`src/rtl/pipeline_hazard_ctrl_pkg.sv`:
```
// Shared types and constants for the pipeline stall/flush sequencer.
// Holds the sequencer state enum, the special opcodes and the per-register control bundle.
package hazard_pkg;

  typedef enum logic [1:0] {
    RUN   = 2'd0,
    DRAIN = 2'd1,
    HALT  = 2'd2
  } state_e;

  localparam logic [3:0] HLT_OP = 4'hF;
  localparam logic [3:0] LW_OP  = 4'h8;

  // Write enables and bubble/flush controls for PC, IF/ID, ID/EX, EX/MEM and MEM/WB.
  typedef struct packed {
    logic pc_wen;
    logic ifid_wen;
    logic ifid_flush;
    logic idex_wen;
    logic idex_bubble;
    logic exmem_wen;
    logic memwb_bubble;
  } ctrl_t;

  localparam ctrl_t CTRL_NONE     = 7'b000_0000;
  localparam ctrl_t CTRL_RUN      = 7'b110_1010;
  localparam ctrl_t CTRL_MEMSTALL = 7'b000_0001;
  localparam ctrl_t CTRL_LOADUSE  = 7'b000_1110;
  localparam ctrl_t CTRL_BRANCH   = 7'b111_1010;
  localparam ctrl_t CTRL_DRAIN    = 7'b011_1010;

endpackage

```
`src/rtl/pipeline_hazard_ctrl_sat_counter.sv`:
```
// Saturating up-counter with synchronous clear; holds at MAX once reached.
// Used for the memory-wait counter and the optional performance counters.
module sat_counter #(
  parameter int unsigned     WIDTH = 16,
  parameter logic [WIDTH-1:0] MAX  = {WIDTH{1'b1}}
) (
  input  logic             clk,
  input  logic             rst,
  input  logic             inc,
  input  logic             clr,
  output logic [WIDTH-1:0] count,
  output logic             at_max
);

  logic [WIDTH-1:0] count_q;
  logic [WIDTH-1:0] count_d;

  assign at_max = (count_q == MAX);
  assign count  = count_q;

  always_comb begin
    count_d = count_q;
    if (clr) begin
      count_d = '0;
    end else if (inc && !at_max) begin
      count_d = count_q + 1'b1;
    end
  end

  always_ff @(posedge clk) begin
    if (rst) begin
      count_q <= '0;
    end else begin
      count_q <= count_d;
    end
  end

endmodule

```
`src/rtl/pipeline_hazard_ctrl.sv`:
```
// Stall/flush sequencer for the 5-stage pipeline: load-use, branch squash, memory freeze, HLT drain.
// Optional HAZARD_PERF_CNT_EN adds stall_cycles / flush_count saturating counters.
module pipeline_hazard_ctrl
  import hazard_pkg::*;
#(
  parameter int unsigned DRAIN_CYCLES = 3,
  parameter int unsigned MEM_TIMEOUT  = 64
) (
  input  logic        clk,
  input  logic        rst,
  input  logic [3:0]  ifid_opcode,
  input  logic [3:0]  ifid_rs,
  input  logic [3:0]  ifid_rt,
  input  logic        ifid_uses_rt,
  input  logic        idex_memread,
  input  logic [3:0]  idex_rd,
  input  logic        branch_taken,
  input  logic        mem_req,
  input  logic        mem_ready,
  output logic        pc_wen,
  output logic        ifid_wen,
  output logic        ifid_flush,
  output logic        idex_wen,
  output logic        idex_bubble,
  output logic        exmem_wen,
  output logic        memwb_bubble,
  output logic        halted,
  output logic        mem_timeout
`ifdef HAZARD_PERF_CNT_EN
  ,
  output logic [15:0] stall_cycles,
  output logic [15:0] flush_count
`endif
);

  localparam int unsigned WAIT_W = $clog2(MEM_TIMEOUT + 1);
  localparam logic [2:0]  DRAIN_LAST = 3'(DRAIN_CYCLES - 1);

  state_e      state_q, state_d;
  logic [2:0]  drain_q, drain_d;
  logic        mem_timeout_q, mem_timeout_d;
  ctrl_t       ctrl;

  logic              mem_stall;
  logic              load_use;
  logic [WAIT_W-1:0] wait_cnt;
  logic              wait_at_max;

  assign mem_stall = mem_req & ~mem_ready;
  assign load_use  = idex_memread & (idex_rd != 4'd0) &
                     ((idex_rd == ifid_rs) | (ifid_uses_rt & (idex_rd == ifid_rt)));

  sat_counter #(
    .WIDTH (WAIT_W),
    .MAX   (WAIT_W'(MEM_TIMEOUT))
  ) u_wait_cnt (
    .clk    (clk),
    .rst    (rst),
    .inc    (mem_stall),
    .clr    (~mem_stall),
    .count  (wait_cnt),
    .at_max (wait_at_max)
  );

  // Timeout latches one cycle after the wait counter reaches its limit.
  assign mem_timeout_d = mem_timeout_q | (wait_at_max & (|wait_cnt));

  always_comb begin
    state_d = state_q;
    drain_d = drain_q;
    ctrl    = CTRL_NONE;
    if (!rst) begin
      unique case (state_q)
        RUN: begin
          if (mem_stall) begin
            ctrl = CTRL_MEMSTALL;
          end else if (load_use) begin
            ctrl = CTRL_LOADUSE;
          end else if (branch_taken) begin
            ctrl = CTRL_BRANCH;
          end else if (ifid_opcode == HLT_OP) begin
            ctrl    = CTRL_DRAIN;
            state_d = DRAIN;
            drain_d = 3'd0;
          end else begin
            ctrl = CTRL_RUN;
          end
        end
        DRAIN: begin
          // Hazards from instructions behind HLT are irrelevant; only the memory freeze matters.
          if (mem_stall) begin
            ctrl = CTRL_MEMSTALL;
          end else begin
            ctrl = CTRL_DRAIN;
            if (drain_q == DRAIN_LAST) begin
              state_d = HALT;
            end else begin
              drain_d = drain_q + 3'd1;
            end
          end
        end
        HALT: begin
          ctrl = CTRL_NONE;
        end
        default: begin
          state_d = RUN;
          drain_d = 3'd0;
        end
      endcase
    end
  end

  always_ff @(posedge clk) begin
    if (rst) begin
      state_q       <= RUN;
      drain_q       <= 3'd0;
      mem_timeout_q <= 1'b0;
    end else begin
      state_q       <= state_d;
      drain_q       <= drain_d;
      mem_timeout_q <= mem_timeout_d;
    end
  end

  assign pc_wen       = ctrl.pc_wen;
  assign ifid_wen     = ctrl.ifid_wen;
  assign ifid_flush   = ctrl.ifid_flush;
  assign idex_wen     = ctrl.idex_wen;
  assign idex_bubble  = ctrl.idex_bubble;
  assign exmem_wen    = ctrl.exmem_wen;
  assign memwb_bubble = ctrl.memwb_bubble;
  assign halted       = (state_q == HALT) & ~rst;
  assign mem_timeout  = mem_timeout_q & ~rst;

`ifdef HAZARD_PERF_CNT_EN
  logic stall_inc, flush_inc;
  logic stall_at_max, flush_at_max;

  // Count only cycles where a stall actually takes effect (load-use is ignored while draining).
  assign stall_inc = ~rst & (state_q != HALT) &
                     (mem_stall | ((state_q == RUN) & load_use));
  assign flush_inc = ~rst & (state_q == RUN) & ctrl.ifid_flush & branch_taken;

  sat_counter #(
    .WIDTH (16)
  ) u_stall_cnt (
    .clk    (clk),
    .rst    (rst),
    .inc    (stall_inc),
    .clr    (1'b0),
    .count  (stall_cycles),
    .at_max (stall_at_max)
  );

  sat_counter #(
    .WIDTH (16)
  ) u_flush_cnt (
    .clk    (clk),
    .rst    (rst),
    .inc    (flush_inc),
    .clr    (1'b0),
    .count  (flush_count),
    .at_max (flush_at_max)
  );
`endif

endmodule

```
`config.mk`:
```
export PLATFORM = sky130hd
export DESIGN_NAME = pipeline_hazard_ctrl
export DESIGN_NICKNAME = d
export VERILOG_FILES = /design/src/rtl/pipeline_hazard_ctrl_pkg.sv /design/src/rtl/pipeline_hazard_ctrl_sat_counter.sv /design/src/rtl/pipeline_hazard_ctrl.sv
export SDC_FILE = /design/constraint.sdc
export NUM_CORES = 1
export LEC_CHECK = 0
export CORE_ASPECT_RATIO = 0.8
export CORE_UTILIZATION = 40
export DETAILED_ROUTE_END_ITERATION = 16
export PLACE_DENSITY_LB_ADDON = 0.1
export SLEW_MARGIN = 10
export SYNTH_ARGS = -nofsm -noshare
export SYNTH_HDL_FRONTEND = slang
export SYNTH_SLANG_ARGS = --single-unit
```
`constraint.sdc`:
```
create_clock -name clk -period 1.4 [get_ports clk]
set_input_delay 0.28 -clock clk [delete_from_list [all_inputs] [get_ports clk]]
set_output_delay 0.28 -clock clk [all_outputs]
set_load 0.05 [all_outputs]
```
==> results of run 1 <==
==> cell families after synthesis <==
| logic type | synth area share, % |
|---|---|
| buf+inv | 7.00 |
| fa+ha+maj | 5.38 |
| mux | 1.08 |
| xor+xnor | 12.2 |
| simple gates | 27.1 |
| compound gates | 19.2 |
| flops | 28.0 |
==> cell type report <==
type / count / area (um2)
clock buffers: 4 / 26.3
repair buffers: 75 / 771
multi-input cells: 83 / 902
well taps: 25 / 31.3
fillers: 64 / 138
flip-flops and latches: 13 / 268
inverters: 8 / 41.3
==> power groups by stage <==
| stage | Clock [uW] | Combinational, uW | Sequential, uW |
|---|---|---|---|
| 2_1_floorplan | 0 | 146 | 383 |
| 5_1_grt | 261 | 413 | 374 |
| 4_1_cts | 244 | 361 | 373 |
| 3_3_place_gp | 0 | 323 | 383 |
| 3_5_place_dp | 0 | 329 | 383 |
| 6_report | 253 | 399 | 373 |
==> worst max-delay path, delay by kind of cell <==
family	cells	cell delay (ns)
buffers and inverters	2	0.27
AOI/OAI and AO/OA	3	0.81
and+or+nand+nor	1	0.22
==> cell usage after synthesis, drive strengths merged, types with 3 or more instances <==
| library cell | instances | area share [%] |
|---|---|---|
| xor2 | 3 | 2.8 |
| nand2b | 4 | 2.7 |
| ha | 4 | 5.4 |
| inv | 8 | 3.2 |
| nor4 | 3 | 2.0 |
| nand2 | 5 | 2.0 |
| a21oi | 5 | 2.7 |
| buf | 4 | 3.8 |
| xnor2 | 10 | 9.4 |
| nor2 | 13 | 5.2 |
| nand3 | 3 | 1.6 |
| dfxtp | 13 | 28 |
==> per-stage QoR <==
step                instance area [um2]  total power, uW  worst slack (ns)  util, %
finish                             2040             1030            -0.472     93.7
global route                       2040             1050            -0.520     93.7
global placement                   1610              706            -0.882     73.9
detailed placement                 1610              712            -0.912     73.9
CTS                                1840              978            -0.416     84.3
floorplan                          1020              529            -0.453        -
==> routing by layer <==
layer  global-route usage, %  routed length [um]  vias to the layer above
met5                       0                   0                        -
met4                    8.78                 200                        0
met3                    6.88                 249                       20
met2                    54.2                2360                       69
met1                    29.4                1770                      627
li1                        -                   -                      540
==> cells in the final DEF (no fill, tap or decap), types with 2 or more instances in the layout <==
| cell | n |
|---|---|
| a21oi_1 | 3 |
| a21oi_2 | 2 |
| buf_12 | 9 |
| buf_2 | 2 |
| buf_4 | 31 |
| buf_6 | 15 |
| buf_8 | 2 |
| clkbuf_4 | 3 |
| clkdlybuf4s15_1 | 5 |
| dfxtp_1 | 9 |
| dfxtp_2 | 3 |
| dlygate4sd2_1 | 10 |
| ha_1 | 2 |
| ha_4 | 2 |
| inv_1 | 4 |
| inv_2 | 2 |
| nand2_2 | 2 |
| nand2b_4 | 3 |
| nand3_1 | 2 |
| nand3b_1 | 2 |
| nand4_1 | 2 |
| nor2_1 | 10 |
| nor2_4 | 3 |
| nor4_4 | 3 |
| o21ai_1 | 2 |
| o41ai_4 | 2 |
| xnor2_1 | 6 |
| xnor2_2 | 4 |
| xor2_1 | 3 |
==> path summary, 6_finish.rpt <==
check,start,depth (start not counted),to,slack (ns)
hold reg to reg,mem_timeout_q,2,mem_timeout_q,0.51
hold / removal,mem_timeout_q,2,mem_timeout_q,0.51
setup reg to reg,drain_q[0],6,drain_q[0],-0.26
setup / recovery,idex_rd[0],6,ifid_flush,-0.47
==> sequential cells by signal, indices dropped and copies added (netlist names) <==
register and flops:
u_wait_cnt.count 7, mem_timeout_q 1, drain_q 3, state_q 2
==> repair_timing <==
item,4_1_cts,5_1_grt
buffers inserted,10,10
endpoints found under the hold margin,0,0
setup endpoints to repair,14,17
gates cloned,0,0
gates resized for setup,90,27
pin swaps,24,20
hold buffers,0,0
==> run_results.csv, run 1 <==
group,metric,value,unit
setup_path,start_kind,"primary input",
routing,dr.pass1.iters,4,
sta,final_max_slew_viol_count,0,
sta,tightestPinTransition,0.474,ns
cells_and_area,syn_to_final_growth,119,%
pwr,intPower,689,uW
sta,rsz0062_at_grt,"true",
routing,num_vias,1256,
routing,drt-initial-drc-count,51,
placed_design,dp_cells,187,
sta,setup_viol,13,
synthesis,postSynthCellCount,108,
synthesis,synth.cell_area,930,um2
setup_path,crit_path_top_delay_cell,"o41ai_4",
cts,clock_tree.root_cell,"clkbuf_4",
cts,clk_latency,0.29,ns
cts,cts_buffers,3,
cts,clock_path_buffers,2,
synthesis,synth_seq_cells,13,
synthesis,yosysSeqAreaShare,28.0,%
setup_path,arrival,1.59,ns
sta,fin_hold_ws,0.510,ns
die,die_h,45.1,um
pwr,p_sw,337,uW
synthesis,syn-num-nets,135,
cells_and_area,nets,211,
routing,routedWlPerCell,22.1,um
die,std_cell_rows,15,
global_routing,antenna_found_initial,0,
setup_path,crit_path_end_kind,"output port",
placed_design,numPortBuffers,31,
outcome,failed_checks,"negative setup slack",
setup_path,slowest_delay,0.39,ns
routing,ant_nets,0,
routing,via_per_inst,6.04,
die,die_w,55.9,um
setup_path,cp_max_fo,4,
global_routing,grt_pass1_wl,5.18,mm
min_path,hold_class,"register to register",
placed_design,place.gp.congestion,0.884,
cts,cts-htree-levels,1,
die,initial_core_util,42.7,%
routing,finalWirelength,4.59,mm
placed_design,dpl.hpwl,2.20,mm
setup_path,path_class,"primary input to output port",
cts,cts.clk_slew.worst_paths,0.09,ns
pwr,combinationalPowerShare,38.9,%
synthesis,synthDistinctLibCells,42,
sta,tns,-2.80,ns
pwr,p_per_area,503,nW/um2
sta,skew,0.00119,ns
synthesis,synth-main-ff-cell,"dfxtp_1",
routing,drc,0,
sta,fin_crit_sh,134,%
global_routing,grt_start_max_net_pins,8,
outcome,status,"finished, violations left",
die,die-area,2520,um2
sta,fmax,0.534,GHz
synthesis,syn_area_per_cell,8.61,um2
pwr,p_leak,0.000829,uW
synthesis,synth_edf_count,0,
global_routing,grt_usage,27.4,%
sta,timing.final.ws_setup,-0.472,ns
cells_and_area,n_antenna_cell,0,
pwr,clockPowerShare,24.7,%
cells_and_area,instances_no_fill,208,
pwr,sequentialPowerShare,36.4,%
cts,cts_sinks,13,
cts,cts_tree,"built",
cells_and_area,drive_gt1_share,60.1,%
sta,max_slew_margin,67.9,%
setup_path,crit_chain,"buf_6, o41ai_4, or3b_4, o22ai_4, a221oi_4, buf_12",
die,io_pins,32,
run,cap_violations,0,
synthesis,synth.yosys.warnings,0,
sta,min_period,1.87,ns
die,core,2180,um2
sta,final_hold_viol_count,0,
global_routing,grt_overflow_total,0,
pwr,swShare,32.8,%
setup_path,cp.required,1.12,ns
synthesis,async_reset_ff_share,0,%
global_routing,grt_pass1_vias,1108,
pwr,peakVddDrop,0.000592,V
Note: power is estimated with default switching activity, not from simulation.
==> run 2: changes to the inputs <==
CORE_UTILIZATION = 42   (was 40)
CTS_BUF_LIST = sky130_fd_sc_hd__clkbuf_4   (was unset)
==> run_results.csv, run 2 <==
group,metric,value,unit
placed_design,place_area,1590,um2
synthesis,synth-main-ff-cell,"dfxtp_1",
cts,cts_buffers,3,
die,initial_core_util,47.0,%
placed_design,numPortBuffers,31,
sta,worst-ep-kind,"output port",
synthesis,ys_top_cells_by_count,"dfxtp_1 (13), nor2_1 (13), xnor2_1 (10)",
cts,cts_hold_buf,0,
synthesis,synth.yosys.warnings,0,
die,io_pins,32,
outcome,stop_stage,"5_1_grt",
sta,postGrtWorstEndpoint,"idex_bubble",
cts,cts-htree-levels,1,
synthesis,synthDistinctLibCells,42,
synthesis,synth_edf_count,0,
synthesis,synth.cell_area,930,um2
synthesis,syn_area_per_cell,8.61,um2
placed_design,place.gp.congestion,0.915,
synthesis,async_reset_ff_share,0,%
synthesis,yosys-top-cells-area,"dfxtp_1 (28%), xnor2_1 (9.4%), ha_1 (5.4%)",
cts,clock_tree.root_cell,"clkbuf_4",
outcome,error_line,"[ERROR DPL-0038] Utilization greater than 100%, impossible to legalize",
die,std_cell_rows,14,
cts,cts_sinks,13,
placed_design,dpl.hpwl,2.15,mm
synthesis,syn-num-nets,135,
global_routing,grt_start_max_net_pins,9,
die,die_h,44.1,um
cts,clock_path_buffers,2,
synthesis,synth_seq_cells,13,
synthesis,yosysTopAreaCellShare,28.0,%
synthesis,postSynthCellCount,108,
die,die_w,54.6,um
outcome,status,"did not finish",
synthesis,yosysSeqAreaShare,28.0,%
synthesis,synth_area_leader_cell,"dfxtp_1",
[run 2: cell counts after synthesis]
Identical to the previous run, type by type.
[run 2: cell families after synthesis]
kind of cell	Yosys count	share of synthesized area, %
fa+ha+maj	4	5.38
xor+xnor	13	12.2
compound gates	20	19.2
mux	1	1.08
flops	13	28.0
simple gates	45	27.1
buf+inv	12	7.00
[run 2: metrics by stage]
step	setup WS, ns	std cells	hold WS (ns)
after floorplan	-0.453	108	0.349
after global placement	-0.848	183	0.441
after detailed placement	-0.880	183	0.464
after CTS	-0.538	195	0.470
[run 2: repair_timing]
action / in CTS
setup buffers: 8
pin swaps: 24
gates resized for setup: 98
setup endpoints to repair: 13
==> run 3: changes to the inputs <==
CORE_AREA = 2 2 63 65   (was unset)
CORE_ASPECT_RATIO = unset   (was 0.8)
CORE_UTILIZATION = unset   (was 42)
CTS_BUF_LIST = unset   (was sky130_fd_sc_hd__clkbuf_4)
DIE_AREA = 0 0 65 67   (was unset)
PLACE_DENSITY_LB_ADDON = 0.15   (was 0.1)
clock period = 1.8 ns   (was 1.4 ns; I/O delays follow)
==> run_results.csv, run 3 (synthesis results as in run 1) <==
group,metric,value,unit
sta,rsz0062_at_grt,"true",
min_path,worstHoldStart,"mem_timeout_q",
routing,dr.pass1.iters,2,
placed_design,dp_cells,205,
placed_design,dpl.hpwl,2.10,mm
setup_path,path_class,"primary input to output port",
global_routing,grt_pass1_vias,1054,
setup_path,reg2reg_from,"drain_q[0]",
die,initial_core_util,25.8,%
setup_path,crit_chain,"buf_6, xor2_1, or3b_4, buf_4, o22a_1, nor3_4, buf_12",
cells_and_area,n_antenna_cell,0,
sta,min_period,2.07,ns
setup_path,start_kind,"primary input",
pwr,p_per_area,475,nW/um2
global_routing,grt_start_max_net_pins,9,
routing,via_per_inst,4.60,
cts,cts.clk_slew.worst_paths,0.06,ns
cells_and_area,nets,196,
die,io_pins,32,
global_routing,grt_pass1_wl,4.63,mm
cts,clock_path_buffers,2,
cells_and_area,largest_register_ffs,7,
cts,cts-htree-levels,1,
setup_path,crit_path_top_delay_cell,"or3b_4",
die,die-area,4360,um2
cts,cts_sinks,13,
cells_and_area,final_common_cell,"buf_4",
setup_path,r2r-end,"drain_q[0]",
global_routing,grt_usage,13.5,%
routing,routedWlPerCell,12.7,um
die,std_cell_rows,22,
setup_path,arrival,1.71,ns
die,die_h,67,um
setup_path,worstRegToRegCells,6,
global_routing,grt_overflow_total,0,
cells_and_area,final_cell_mix,"buf_4 (25), dfxtp_1 (13), nor2_1 (11)",
setup_path,regToRegSetupSlack,0.11,ns
routing,drt-initial-drc-count,13,
pwr,power,826,uW
sta,setup_viol,5,
placed_design,numPortBuffers,31,
routing,num_vias,993,
sta,tightestPinTransition,0.400,ns
cts,cts_tree,"built",
sta,final_hold_viol_count,0,
sta,fmax,0.482,GHz
cells_and_area,syn_to_final_growth,86.8,%
cells_and_area,drive_gt1_share,41.7,%
cts,cts_buffers,3,
sta,fin_crit_sh,115,%
cells_and_area,instances_no_fill,216,
min_path,min_path_cells,2,
run,cap_violations,0,
placed_design,place.gp.congestion,0.866,
setup_path,cp_max_fo,3,
sta,timing.final.ws_setup,-0.274,ns
pwr,peakVddDrop,0.000370,V
min_path,worstHoldEndpoint,"mem_timeout_q",
routing,ant_nets,0,
outcome,failed_checks,"negative setup slack",
sta,max_slew_margin,73.0,%
cts,clk_latency,0.24,ns
die,die_w,65,um
cts,clock_tree.root_cell,"clkbuf_8",
die,core,3610,um2
pwr,p_leak,0.000723,uW
routing,finalWirelength,2.74,mm
sta,final_max_slew_viol_count,0,
global_routing,antenna_found_initial,0,
min_path,hold_class,"register to register",
setup_path,slowest_delay,0.42,ns
setup_path,crit_path_end_kind,"output port",
routing,drc,0,
sta,skew,0.00329,ns
outcome,status,"finished, violations left",
setup_path,cp.required,1.44,ns
[run 3: final cells by class]
| class | count | area (um2) |
|---|---|---|
| Timing Repair Buffer | 60 | 614 |
| Sequential cell | 13 | 260 |
| Inverter | 8 | 32.5 |
| Fill cell | 340 | 1870 |
| Multi-Input combinational cell | 83 | 724 |
| Clock buffer | 4 | 45.0 |
| Tap cell | 48 | 60.1 |
[run 3: worst max path at each step]
stage               slack, ns  cells past startpoint           to       start
floorplan               -0.21                      4   ifid_flush  idex_rd[0]
global route            -0.37                      7   ifid_flush  idex_rd[2]
finish                  -0.27                      7  idex_bubble  idex_rd[1]
global placement        -0.62                      6  idex_bubble  idex_rd[1]
CTS                     -0.25                      7   ifid_flush  idex_rd[2]
detailed placement      -0.66                      6  idex_bubble  idex_rd[1]
[run 3: report_power, final]
group	switching, uW	leakage, uW	internal (uW)
clock network	105	0.0000228	156
registers	2.71	0.000105	290
logic	123	0.000595	149
[run 3: per-stage QoR]
step / TNS (ns) / util (%) / hold slack [ns] / worst slack (ns) / cell area, um2
after detailed placement: -4.20 / 43.5 / 0.445 / -0.659 / 1570
after global placement: -3.90 / 43.5 / 0.441 / -0.623 / 1570
after global routing: -1.40 / 48.2 / 0.495 / -0.368 / 1740
after CTS: -0.798 / 47.7 / 0.452 / -0.248 / 1720
final: -1.00 / 48.2 / 0.449 / -0.274 / 1740
after floorplan: -0.697 / - / 0.426 / -0.213 / 977
[run 3: worst max-delay path, delay by kind of cell]
family,cells,cell delay [ns]
AO/OA/AOI/OAI,1,0.20
XOR/XNOR,1,0.16
buffers and inverters,3,0.41
AND/OR/NAND/NOR,2,0.58
[run 3: repair_timing]
| action | CTS | global route |
|---|---|---|
| pin swaps | 13 | 4 |
| setup buffers | 6 | 2 |
| resized for setup | 58 | 3 |
| setup endpoints to repair | 11 | 9 |
| hold endpoints to repair | 0 | 0 |
| gates cloned | 0 | 0 |
| hold buffers | 0 | 0 |
[run 3: per-layer routing]
| layer | GRT usage (%) | part of all wire, % | routed length, um |
|---|---|---|---|
| met1 | 16.9 | 47 | 1290 |
| met2 | 23.2 | 47 | 1290 |
| met3 | 2.70 | 5.0 | 137 |
| met4 | 4.26 | 0.66 | 18 |
| met5 | 0 | 0 | 0 |
==> run 4: changes to the inputs <==
REMOVE_ABC_BUFFERS = 1   (was unset)
==> run_results.csv, run 4 (synthesis results as in run 1) <==
group,metric,value,unit
routing,routedWlPerCell,12.2,um
placed_design,dp_slack,-0.649,ns
pwr,combinationalPowerShare,33.0,%
setup_path,arrival,1.64,ns
die,core,3610,um2
global_routing,grt_start_max_net_pins,10,
cts,cts_hold_buf,0,
placed_design,place_area,1510,um2
setup_path,cp_max_fo,3,
die,initial_core_util,25.8,%
cells_and_area,final_common_cell,"buf_4",
cts,cts-htree-levels,1,
routing,drt-initial-drc-count,29,
cells_and_area,drive_gt1_share,44.0,%
pwr,sequentialPowerShare,35.5,%
setup_path,worstRegToRegCells,6,
setup_path,regToRegSetupSlack,0.11,ns
setup_path,path_class,"primary input to output port",
pwr,p_per_area,480,nW/um2
cells_and_area,n_antenna_cell,0,
pwr,swShare,27.3,%
placed_design,dpl.hpwl,1.95,mm
sta,timing.final.ws_setup,-0.196,ns
sta,fin_crit_sh,111,%
placed_design,place.gp.congestion,0.794,
cts,cts.clk_slew.worst_paths,0.05,ns
routing,ant_nets,0,
global_routing,grt_pass1_vias,994,
cells_and_area,syn_to_final_growth,85.2,%
sta,min_period,2.00,ns
die,die-area,4360,um2
pwr,intPower,600,uW
cts,cts_buffers,3,
placed_design,numPortBuffers,31,
routing,dr.pass1.iters,4,
die,die_h,67,um
sta,final_hold_viol_count,0,
cells_and_area,utilization,47.7,%
cts,cts_sinks,13,
setup_path,crit_path_end_kind,"output port",
cells_and_area,largest_register_ffs,7,
sta,fmax,0.501,GHz
setup_path,cp.required,1.44,ns
sta,fin_hold_ws,0.450,ns
routing,drc,0,
global_routing,grt_pass1_wl,4.24,mm
die,std_cell_rows,22,
setup_path,start_kind,"primary input",
sta,max_slew_margin,74.6,%
cts,clock_tree.root_cell,"clkbuf_8",
cells_and_area,fin_area,1720,um2
cells_and_area,final_cell_mix,"buf_4 (23), dfxtp_1 (13), nor2_1 (11)",
global_routing,grt_usage,12.5,%
pwr,clockPowerShare,31.5,%
sta,setup_viol,4,
sta,rsz0062_at_grt,"true",
pwr,power,826,uW
outcome,failed_checks,"negative setup slack",
die,io_pins,32,
cells_and_area,nets,194,
cts,clock_path_buffers,2,
die,die_w,65,um
outcome,status,"finished, violations left",
pwr,p_sw,226,uW
routing,via_per_inst,4.68,
cts,cts_tree,"built",
pwr,peakVddDrop,0.000336,V
sta,final_max_slew_viol_count,0,
routing,num_vias,1001,
pwr,p_leak,0.000707,uW
sta,skew,0.00154,ns
min_path,min_path_cells,2,
run,cap_violations,0,
routing,finalWirelength,2.61,mm
cts,clk_latency,0.24,ns
sta,tightestPinTransition,0.376,ns
global_routing,grt_overflow_total,0,
min_path,hold_class,"register to register",
global_routing,antenna_found_initial,0,
[run 4: cell types whose count changed in the layout (fill, tap and decap cells not counted), sizes merged]
cell | previous run | this run
clkdlybuf4s50 | 5 | 6
buf | 44 | 45
dlymetal6s2s | 2 | 0
dlygate4sd2 | 8 | 6
[run 4: power by group through the flow]
stage / sequential, uW / combinational, uW / clock, uW
4_1_cts: 293 / 271 / 268
5_1_grt: 294 / 287 / 280
2_1_floorplan: 299 / 88.5 / 0
3_5_place_dp: 300 / 233 / 0
3_3_place_gp: 299 / 232 / 0
6_report: 293 / 272 / 260
[run 4: cell type report]
class	instances	area [um2]
fillers	358	1880
multi-input cells	83	716
repair buffers	58	611
flip-flops and latches	13	260
well taps	48	60.1
clock buffers	4	45.0
inverters	8	30.0
[run 4: path summary, 6_finish.rpt]
path | startpoint | to
worst max-delay path | idex_rd[1] | idex_bubble
worst min-delay path | mem_timeout_q | mem_timeout_q
worst max register to register | drain_q[0] | drain_q[0]
worst min register to register | mem_timeout_q | mem_timeout_q
[run 4: through the flow]
| step | cells | TNS, ns |
|---|---|---|
| after floorplan | 104 | -3.03 |
| after global placement | 203 | -3.85 |
| after detailed placement | 203 | -3.90 |
| after CTS | 213 | -0.608 |
| after global routing | 214 | -0.873 |
| final | 214 | -0.615 |
[run 4: worst max-delay path, stage by stage]
cell and delay, ns:
buf_6 0.11, xor2_1 0.13, or3b_4 0.42, o22a_1 0.20, nor3_2 0.16, buf_4 0.14
buf_12 0.12
[run 4: what timing repair did]
| action | in CTS | in global routing |
|---|---|---|
| setup buffers | 6 | 1 |
| setup endpoints to repair | 9 | 8 |
| gates resized for setup | 80 | 0 |
| cloned | 0 | 0 |
| pin swaps | 21 | 2 |
[run 4: per-layer routing]
metal / routed length (um) / vias up / GRT usage [%] / part of all wire, %
li1: - / 508 / - / -
met1: 1150 / 462 / 15.2 / 44
met2: 1300 / 31 / 22.7 / 50
met3: 164 / 0 / 2.20 / 6.3
met4: 0 / 0 / 3.19 / 0
met5: 0 / - / 0 / 0
